$ cat src/rtl/branch_predictor_ctrl_if.sv
// Fetch/decode-side signal bundle for branch_predictor_ctrl.
// master: pipeline side (drives PCs and resolved outcomes).
// slave : predictor side (returns prediction, mispredict and redirect PC).
interface branch_predictor_ctrl_if;
   logic        en;
   logic [15:0] IF_PC_curr;
   logic        IF_pred_taken;
   logic [15:0] IF_pred_target;
   logic        ID_valid;
   logic        ID_is_branch;
   logic [15:0] ID_PC_curr;
   logic [15:0] ID_PC_next;
   logic        ID_pred_taken;
   logic [15:0] ID_pred_target;
   logic        ID_actual_taken;
   logic [15:0] ID_actual_target;
   logic        mispredicted;
   logic [15:0] PC_redirect;

   modport master (
      output en, IF_PC_curr, ID_valid, ID_is_branch, ID_PC_curr, ID_PC_next,
             ID_pred_taken, ID_pred_target, ID_actual_taken, ID_actual_target,
      input  IF_pred_taken, IF_pred_target, mispredicted, PC_redirect
   );

   modport slave (
      input  en, IF_PC_curr, ID_valid, ID_is_branch, ID_PC_curr, ID_PC_next,
             ID_pred_taken, ID_pred_target, ID_actual_taken, ID_actual_target,
      output IF_pred_taken, IF_pred_target, mispredicted, PC_redirect
   );
endinterface

$ cat src/rtl/branch_predictor_ctrl.sv
// Dynamic branch predictor and fetch-redirect controller.
// Direct-mapped BTB with 2-bit saturating counters, combinational lookup
// at fetch, resolution and table update from the decode stage.
// Optional feature macro: BP_PERF_CNT_EN (adds br_count / mispred_count).
module branch_predictor_ctrl #(
   parameter int unsigned INDEX_BITS = 3
) (
   input  logic                   clk,
   input  logic                   rst,
   branch_predictor_ctrl_if.slave bp
`ifdef BP_PERF_CNT_EN
   ,
   output logic [15:0]            br_count,
   output logic [15:0]            mispred_count
`endif
);

   localparam int unsigned ENTRIES  = 1 << INDEX_BITS;
   localparam int unsigned TAG_BITS = 15 - INDEX_BITS;

   logic                valid_q  [ENTRIES];
   logic [TAG_BITS-1:0] tag_q    [ENTRIES];
   logic [15:0]         target_q [ENTRIES];
   logic [1:0]          ctr_q    [ENTRIES];

   logic [INDEX_BITS-1:0] if_idx;
   logic [TAG_BITS-1:0]   if_tag;
   logic [INDEX_BITS-1:0] id_idx;
   logic [TAG_BITS-1:0]   id_tag;
   logic                  if_hit;
   logic                  if_pred;
   logic                  id_hit;
   logic                  upd;
   logic                  mis_raw;
   logic [15:0]           redirect_raw;
   logic                  unused_pc_lsb;

   // PC bit 0 is always zero for 16-bit aligned instructions
   assign unused_pc_lsb = ^{bp.IF_PC_curr[0], bp.ID_PC_curr[0]};

   // Split fetch and decode PCs into table index and tag
   always_comb begin
      if_idx = bp.IF_PC_curr[INDEX_BITS:1];
      if_tag = bp.IF_PC_curr[15:INDEX_BITS+1];
      id_idx = bp.ID_PC_curr[INDEX_BITS:1];
      id_tag = bp.ID_PC_curr[15:INDEX_BITS+1];
   end

   // Fetch lookup: reads pre-update contents, so same-cycle writes appear next cycle
   always_comb begin
      if_hit             = valid_q[if_idx] && (tag_q[if_idx] == if_tag);
      if_pred            = if_hit && ctr_q[if_idx][1];
      bp.IF_pred_taken   = !rst && if_pred;
      bp.IF_pred_target  = (!rst && if_pred) ? target_q[if_idx] : '0;
   end

   // Decode resolution: mispredict is independent of en so it holds across stalls
   always_comb begin
      upd          = bp.ID_valid && bp.ID_is_branch;
      id_hit       = valid_q[id_idx] && (tag_q[id_idx] == id_tag);
      mis_raw      = upd && ((bp.ID_actual_taken != bp.ID_pred_taken) ||
                             (bp.ID_actual_taken && (bp.ID_actual_target != bp.ID_pred_target)));
      redirect_raw = bp.ID_actual_taken ? bp.ID_actual_target : bp.ID_PC_next;
      bp.mispredicted = !rst && mis_raw;
      bp.PC_redirect  = (!rst && mis_raw) ? redirect_raw : '0;
   end

   // Table update: train counters on hit, allocate only on a taken miss
   always_ff @(posedge clk) begin
      if (rst) begin
         for (int unsigned i = 0; i < ENTRIES; i++) begin
            valid_q[i[INDEX_BITS-1:0]]  <= 1'b0;
            tag_q[i[INDEX_BITS-1:0]]    <= '0;
            target_q[i[INDEX_BITS-1:0]] <= '0;
            ctr_q[i[INDEX_BITS-1:0]]    <= 2'b01;
         end
      end else if (upd && bp.en) begin
         if (id_hit) begin
            if (bp.ID_actual_taken) begin
               if (ctr_q[id_idx] != 2'b11) ctr_q[id_idx] <= ctr_q[id_idx] + 2'd1;
               target_q[id_idx] <= bp.ID_actual_target;
            end else if (ctr_q[id_idx] != 2'b00) begin
               ctr_q[id_idx] <= ctr_q[id_idx] - 2'd1;
            end
         end else if (bp.ID_actual_taken) begin
            valid_q[id_idx]  <= 1'b1;
            tag_q[id_idx]    <= id_tag;
            target_q[id_idx] <= bp.ID_actual_target;
            ctr_q[id_idx]    <= 2'b10;
         end
      end
   end

`ifdef BP_PERF_CNT_EN
   logic [15:0] br_cnt_q;
   logic [15:0] mis_cnt_q;

   // Saturating branch and mispredict counters
   always_ff @(posedge clk) begin
      if (rst) begin
         br_cnt_q  <= '0;
         mis_cnt_q <= '0;
      end else if (upd && bp.en) begin
         if (br_cnt_q != '1) br_cnt_q <= br_cnt_q + 16'd1;
         if (mis_raw && (mis_cnt_q != '1)) mis_cnt_q <= mis_cnt_q + 16'd1;
      end
   end

   // Counter outputs held at zero during reset
   always_comb begin
      br_count      = rst ? '0 : br_cnt_q;
      mispred_count = rst ? '0 : mis_cnt_q;
   end
`endif

endmodule
$ cat src/flat_wrapper.sv
// flat-port wrapper written by rule: the top's interface ports become plain ports
module branch_predictor_ctrl_flat 
#(
   parameter int unsigned INDEX_BITS = 3
)
  (clk, rst, bp_en, bp_IF_PC_curr, bp_ID_valid, bp_ID_is_branch, bp_ID_PC_curr, bp_ID_PC_next, bp_ID_pred_taken, bp_ID_pred_target, bp_ID_actual_taken, bp_ID_actual_target, bp_IF_pred_taken, bp_IF_pred_target, bp_mispredicted, bp_PC_redirect);
  branch_predictor_ctrl_if bp_i ();
  input  logic clk;
  input  logic rst;
  input wire logic [$bits(bp_i.en)-1:0] bp_en;
  input wire logic [$bits(bp_i.IF_PC_curr)-1:0] bp_IF_PC_curr;
  input wire logic [$bits(bp_i.ID_valid)-1:0] bp_ID_valid;
  input wire logic [$bits(bp_i.ID_is_branch)-1:0] bp_ID_is_branch;
  input wire logic [$bits(bp_i.ID_PC_curr)-1:0] bp_ID_PC_curr;
  input wire logic [$bits(bp_i.ID_PC_next)-1:0] bp_ID_PC_next;
  input wire logic [$bits(bp_i.ID_pred_taken)-1:0] bp_ID_pred_taken;
  input wire logic [$bits(bp_i.ID_pred_target)-1:0] bp_ID_pred_target;
  input wire logic [$bits(bp_i.ID_actual_taken)-1:0] bp_ID_actual_taken;
  input wire logic [$bits(bp_i.ID_actual_target)-1:0] bp_ID_actual_target;
  output wire logic [$bits(bp_i.IF_pred_taken)-1:0] bp_IF_pred_taken;
  output wire logic [$bits(bp_i.IF_pred_target)-1:0] bp_IF_pred_target;
  output wire logic [$bits(bp_i.mispredicted)-1:0] bp_mispredicted;
  output wire logic [$bits(bp_i.PC_redirect)-1:0] bp_PC_redirect;
  assign bp_i.en = bp_en;
  assign bp_i.IF_PC_curr = bp_IF_PC_curr;
  assign bp_i.ID_valid = bp_ID_valid;
  assign bp_i.ID_is_branch = bp_ID_is_branch;
  assign bp_i.ID_PC_curr = bp_ID_PC_curr;
  assign bp_i.ID_PC_next = bp_ID_PC_next;
  assign bp_i.ID_pred_taken = bp_ID_pred_taken;
  assign bp_i.ID_pred_target = bp_ID_pred_target;
  assign bp_i.ID_actual_taken = bp_ID_actual_taken;
  assign bp_i.ID_actual_target = bp_ID_actual_target;
  assign bp_IF_pred_taken = bp_i.IF_pred_taken;
  assign bp_IF_pred_target = bp_i.IF_pred_target;
  assign bp_mispredicted = bp_i.mispredicted;
  assign bp_PC_redirect = bp_i.PC_redirect;
  branch_predictor_ctrl #(.INDEX_BITS(INDEX_BITS)) u_core (.clk(clk), .rst(rst), .bp(bp_i));
endmodule
$ cat config.mk
export PLATFORM = sky130hd
export DESIGN_NAME = branch_predictor_ctrl_flat
export DESIGN_NICKNAME = d
export VERILOG_FILES = /design/src/rtl/branch_predictor_ctrl_if.sv /design/src/rtl/branch_predictor_ctrl.sv /design/src/flat_wrapper.sv
export SDC_FILE = /design/constraint.sdc
export NUM_CORES = 1
export LEC_CHECK = 0
export ABC_AREA = 0
export BUFFER_PORTS_ARGS = -buffer_cell sky130_fd_sc_hd__buf_4
export CAP_MARGIN = 10
export CORE_AREA = 5 5 175 177
export CTS_BUF_LIST = sky130_fd_sc_hd__clkbuf_16
export DETAILED_ROUTE_END_ITERATION = 8
export DIE_AREA = 0 0 180 182
export HOLD_SLACK_MARGIN = 0.1
export PLACE_DENSITY_LB_ADDON = 0.12
export RECOVER_POWER = 100
export REMOVE_ABC_BUFFERS = 1
export SETUP_SLACK_MARGIN = 0.5
export SYNTH_ARGS = -nofsm -noshare
export SYNTH_HDL_FRONTEND = slang
export SYNTH_SLANG_ARGS = --single-unit
$ cat constraint.sdc
create_clock -name clk -period 9.95 [get_ports clk]
set_input_delay 0.995 -clock clk [delete_from_list [all_inputs] [get_ports clk]]
set_output_delay 0.995 -clock clk [all_outputs]
set_load 0.05 [all_outputs]
==> impl_metrics.ini <==
[synth]
synth_top_family_by_area = multiplexers
synth_adder_area_share_pct = 0
yosysWarnings = 0
ys_ff_latch = 248
synth_ff_type = edfxtp_1
yosysTopAreaCell = edfxtp_1
synth.distinct_cells = 46
synth-compound-area-share_pct = 3.09
syn_inst = 975
yosys.area_share.simple_pct = 16.8
synth-edff-count = 240
async_flop_share_pct = 0
synth_commonest_cells = edfxtp_1 (240), and3_1 (177), mux2i_1 (74)
syn-cell-area_um2 = 13000
synth_top_area_share_pct = 55.3
synth.area.top_cells = edfxtp_1 (55%), mux4_2 (11%), and3_1 (8.5%)
synth_most_common_cell = edfxtp_1
yosysSeqAreaShare_pct = 56.5
synth_mux_area_share_pct = 17.9
syn_avg_cell_area_um2 = 13.4
synth-xor-area-share_pct = 2.49

[finish]
utilization_pct = 50.9
nets = 1127
drive_gt1_share_pct = 19.8
syn2layout_area_growth_pct = 13.5
n_antenna_cell = 0
layout.cells.non_filler = 1451

[timing]
period_share_pct = 74.9
setup_tns_ns = 0
hold_viol_final = 0
period_minus_slack_ns = 7.46
rsz0062_at_grt = false
max_freq_ghz = 0.134
setup_violations = 0
worst_pin_slew_ns = 3.15
holdWs_ns = 0.491
slew_viol_final = 377
clock_skew_ns = 0.00755
slew-limit-headroom_pct = -110

[outcome]
violations = capacitance limit, slew limit
status = finished with violations

[critical_path]
cp-start-kind = primary input
crit_path_top_delay_cell = clkbuf_1
worst-setup-path-type = in2reg
rr_worst_depth = 9
cpMostUsedCell = clkbuf_1
required_ns = 10.12
critPathCaptureType = flip-flop
reg2reg_setup_slack_ns = 5.06
crit_arrival_ns = 7.63
worstPathMaxFanout = 65
worstPathCellList = clkbuf_1 -> nor2b_1 -> a22oi_1 -> and3_1 -> o211ai_1 -> or4_1 -> or3_1 -> clkbuf_1 -> and2_0 -> or2_2
regToRegEndpoint = u_core.tag_q[6][11]
crit-reg2reg-launch = u_core.tag_q[4][5]
crit_path_max_incr_delay_ns = 1.88

[clock_network]
clock_path_buffers = 3
cts_sinks = 248
clk_latency_ns = 0.54
cts_tree = built
cts_root_buf = clkbuf_16
htreeDepth = 1
cts_buffers = 28
clk_pin_slew_worst_paths_ns = 0.05
hold_buffers = 0
cts_resized = 0
post_cts_buffers = 0

[die]
rows = 63
die_h_um = 182
core_um2 = 29100
die-area_um2 = 32800
fp.dieW_um = 180
io_pins = 121
initial_core_util_pct = 44.8

[routing]
vias = 8416
drtPass1Iterations = 5
post-route-drc-count = 0
wl_per_cell_um = 25.1
via_per_inst = 5.80
routed_wl_mm = 36.4
ant_nets = 0
drt_iter0_markers = 738

[worst_hold_path]
hold_depth = 1
min_to = u_core.valid_q[6]
min-delay-path-class = reg2reg
hp-start = u_core.valid_q[6]

[power]
peakVddDrop_uv = 140
powerDensity_nw_per_um2 = 162
p_leak_nw = 5.97

[grt]
grt.total_usage_pct = 21.6
grt_pass1_vias = 8693
grt_max_degree = 93
overflow = 0
grt_pass1_wl_mm = 54.3
antenna_found_initial = 0

[placement]
hpwl_mm = 21.3
gp_congestion = 0.789
dp_cells = 1400
io_buffers = 118

[run]
drv_cap = 13
[through the flow]
step	setup slack [ns]	total power [mW]	cell area [um^2]
5_1_grt	2.34	2.48	14800
3_5_place_dp	3.92	1.50	14100
3_3_place_gp	3.99	1.50	14100
2_1_floorplan	5.70	1.37	12600
6_report	2.49	2.40	14800
4_1_cts	3.90	2.42	15000
[layer usage]
metal	vias to the layer above	routed length (um)	track usage, %
met4	0	367	3.26
met1	4302	15900	30.1
met3	38	1850	2.72
met5	-	0	0
li1	3850	-	-
met2	226	18300	37.5
[layout make-up]
cell class / instances / area (um^2)
clock buffers: 29 / 726
flip-flops and latches: 248 / 7370
repair buffers: 135 / 860
multi-input cells: 623 / 5250
fillers: 2522 / 14300
well taps: 390 / 488
inverters: 4 / 15.0
clock inverters: 22 / 88.8
[cells by family after synthesis]
kind of cell / Yosys count
flops: 248
xor+xnor: 37
buf+inv: 104
mux: 150
simple gates: 382
compound gates: 54
[critical path, delay by kind of cell]
kind / cells / cell delay (ns)
AOI/OAI and AO/OA: 2 / 0.52
buffers and inverters: 2 / 3.48
and+or+nand+nor: 6 / 2.58
[registers in the layout (all words and copies together), names as in the netlist]
register	flops
u_core.ctr_q	16
u_core.valid_q	8
u_core.target_q	128
u_core.tag_q	96
[how the worst max path moves through the flow]
| stage | from | to | slack [ns] | cells after the start |
|---|---|---|---|---|
| floorplan | bp_IF_PC_curr[1] | bp_IF_pred_target[0] | 5.70 | 7 |
| global placement | bp_IF_PC_curr[1] | bp_IF_pred_target[5] | 3.99 | 9 |
| detailed placement | bp_IF_PC_curr[1] | bp_IF_pred_target[14] | 3.92 | 9 |
| CTS | bp_IF_PC_curr[1] | bp_IF_pred_target[14] | 3.90 | 9 |
| global route | bp_ID_PC_curr[1] | u_core.tag_q[5][4] | 2.34 | 10 |
| finish | bp_ID_PC_curr[1] | u_core.tag_q[5][4] | 2.49 | 10 |
[power breakdown]
| part | internal [mW] | switching, mW | leakage (nW) | total (mW) |
|---|---|---|---|---|
| logic | 0.111 | 0.151 | 3.17 | 0.263 |
| clock network | 0.520 | 0.406 | 0.437 | 0.926 |
| registers | 1.20 | 0.0188 | 2.36 | 1.22 |
[cell usage in the layout (no fill, tap or decap), types with 10 or more instances in the layout]
master and count:
nand3_1 16, inv_1 12, buf_4 94, a21o_1 15, xnor2_1 27, nor2_1 51
and3_1 177, mux4_2 66, a22oi_1 10, and2_0 38, clkbuf_1 41, and2_1 26
or2_0 11, edfxtp_1 240, nand2_1 22, mux2_2 10, mux2i_1 74, xor2_1 10
clkbuf_16 29
Power figures use the tool's default switching activity.
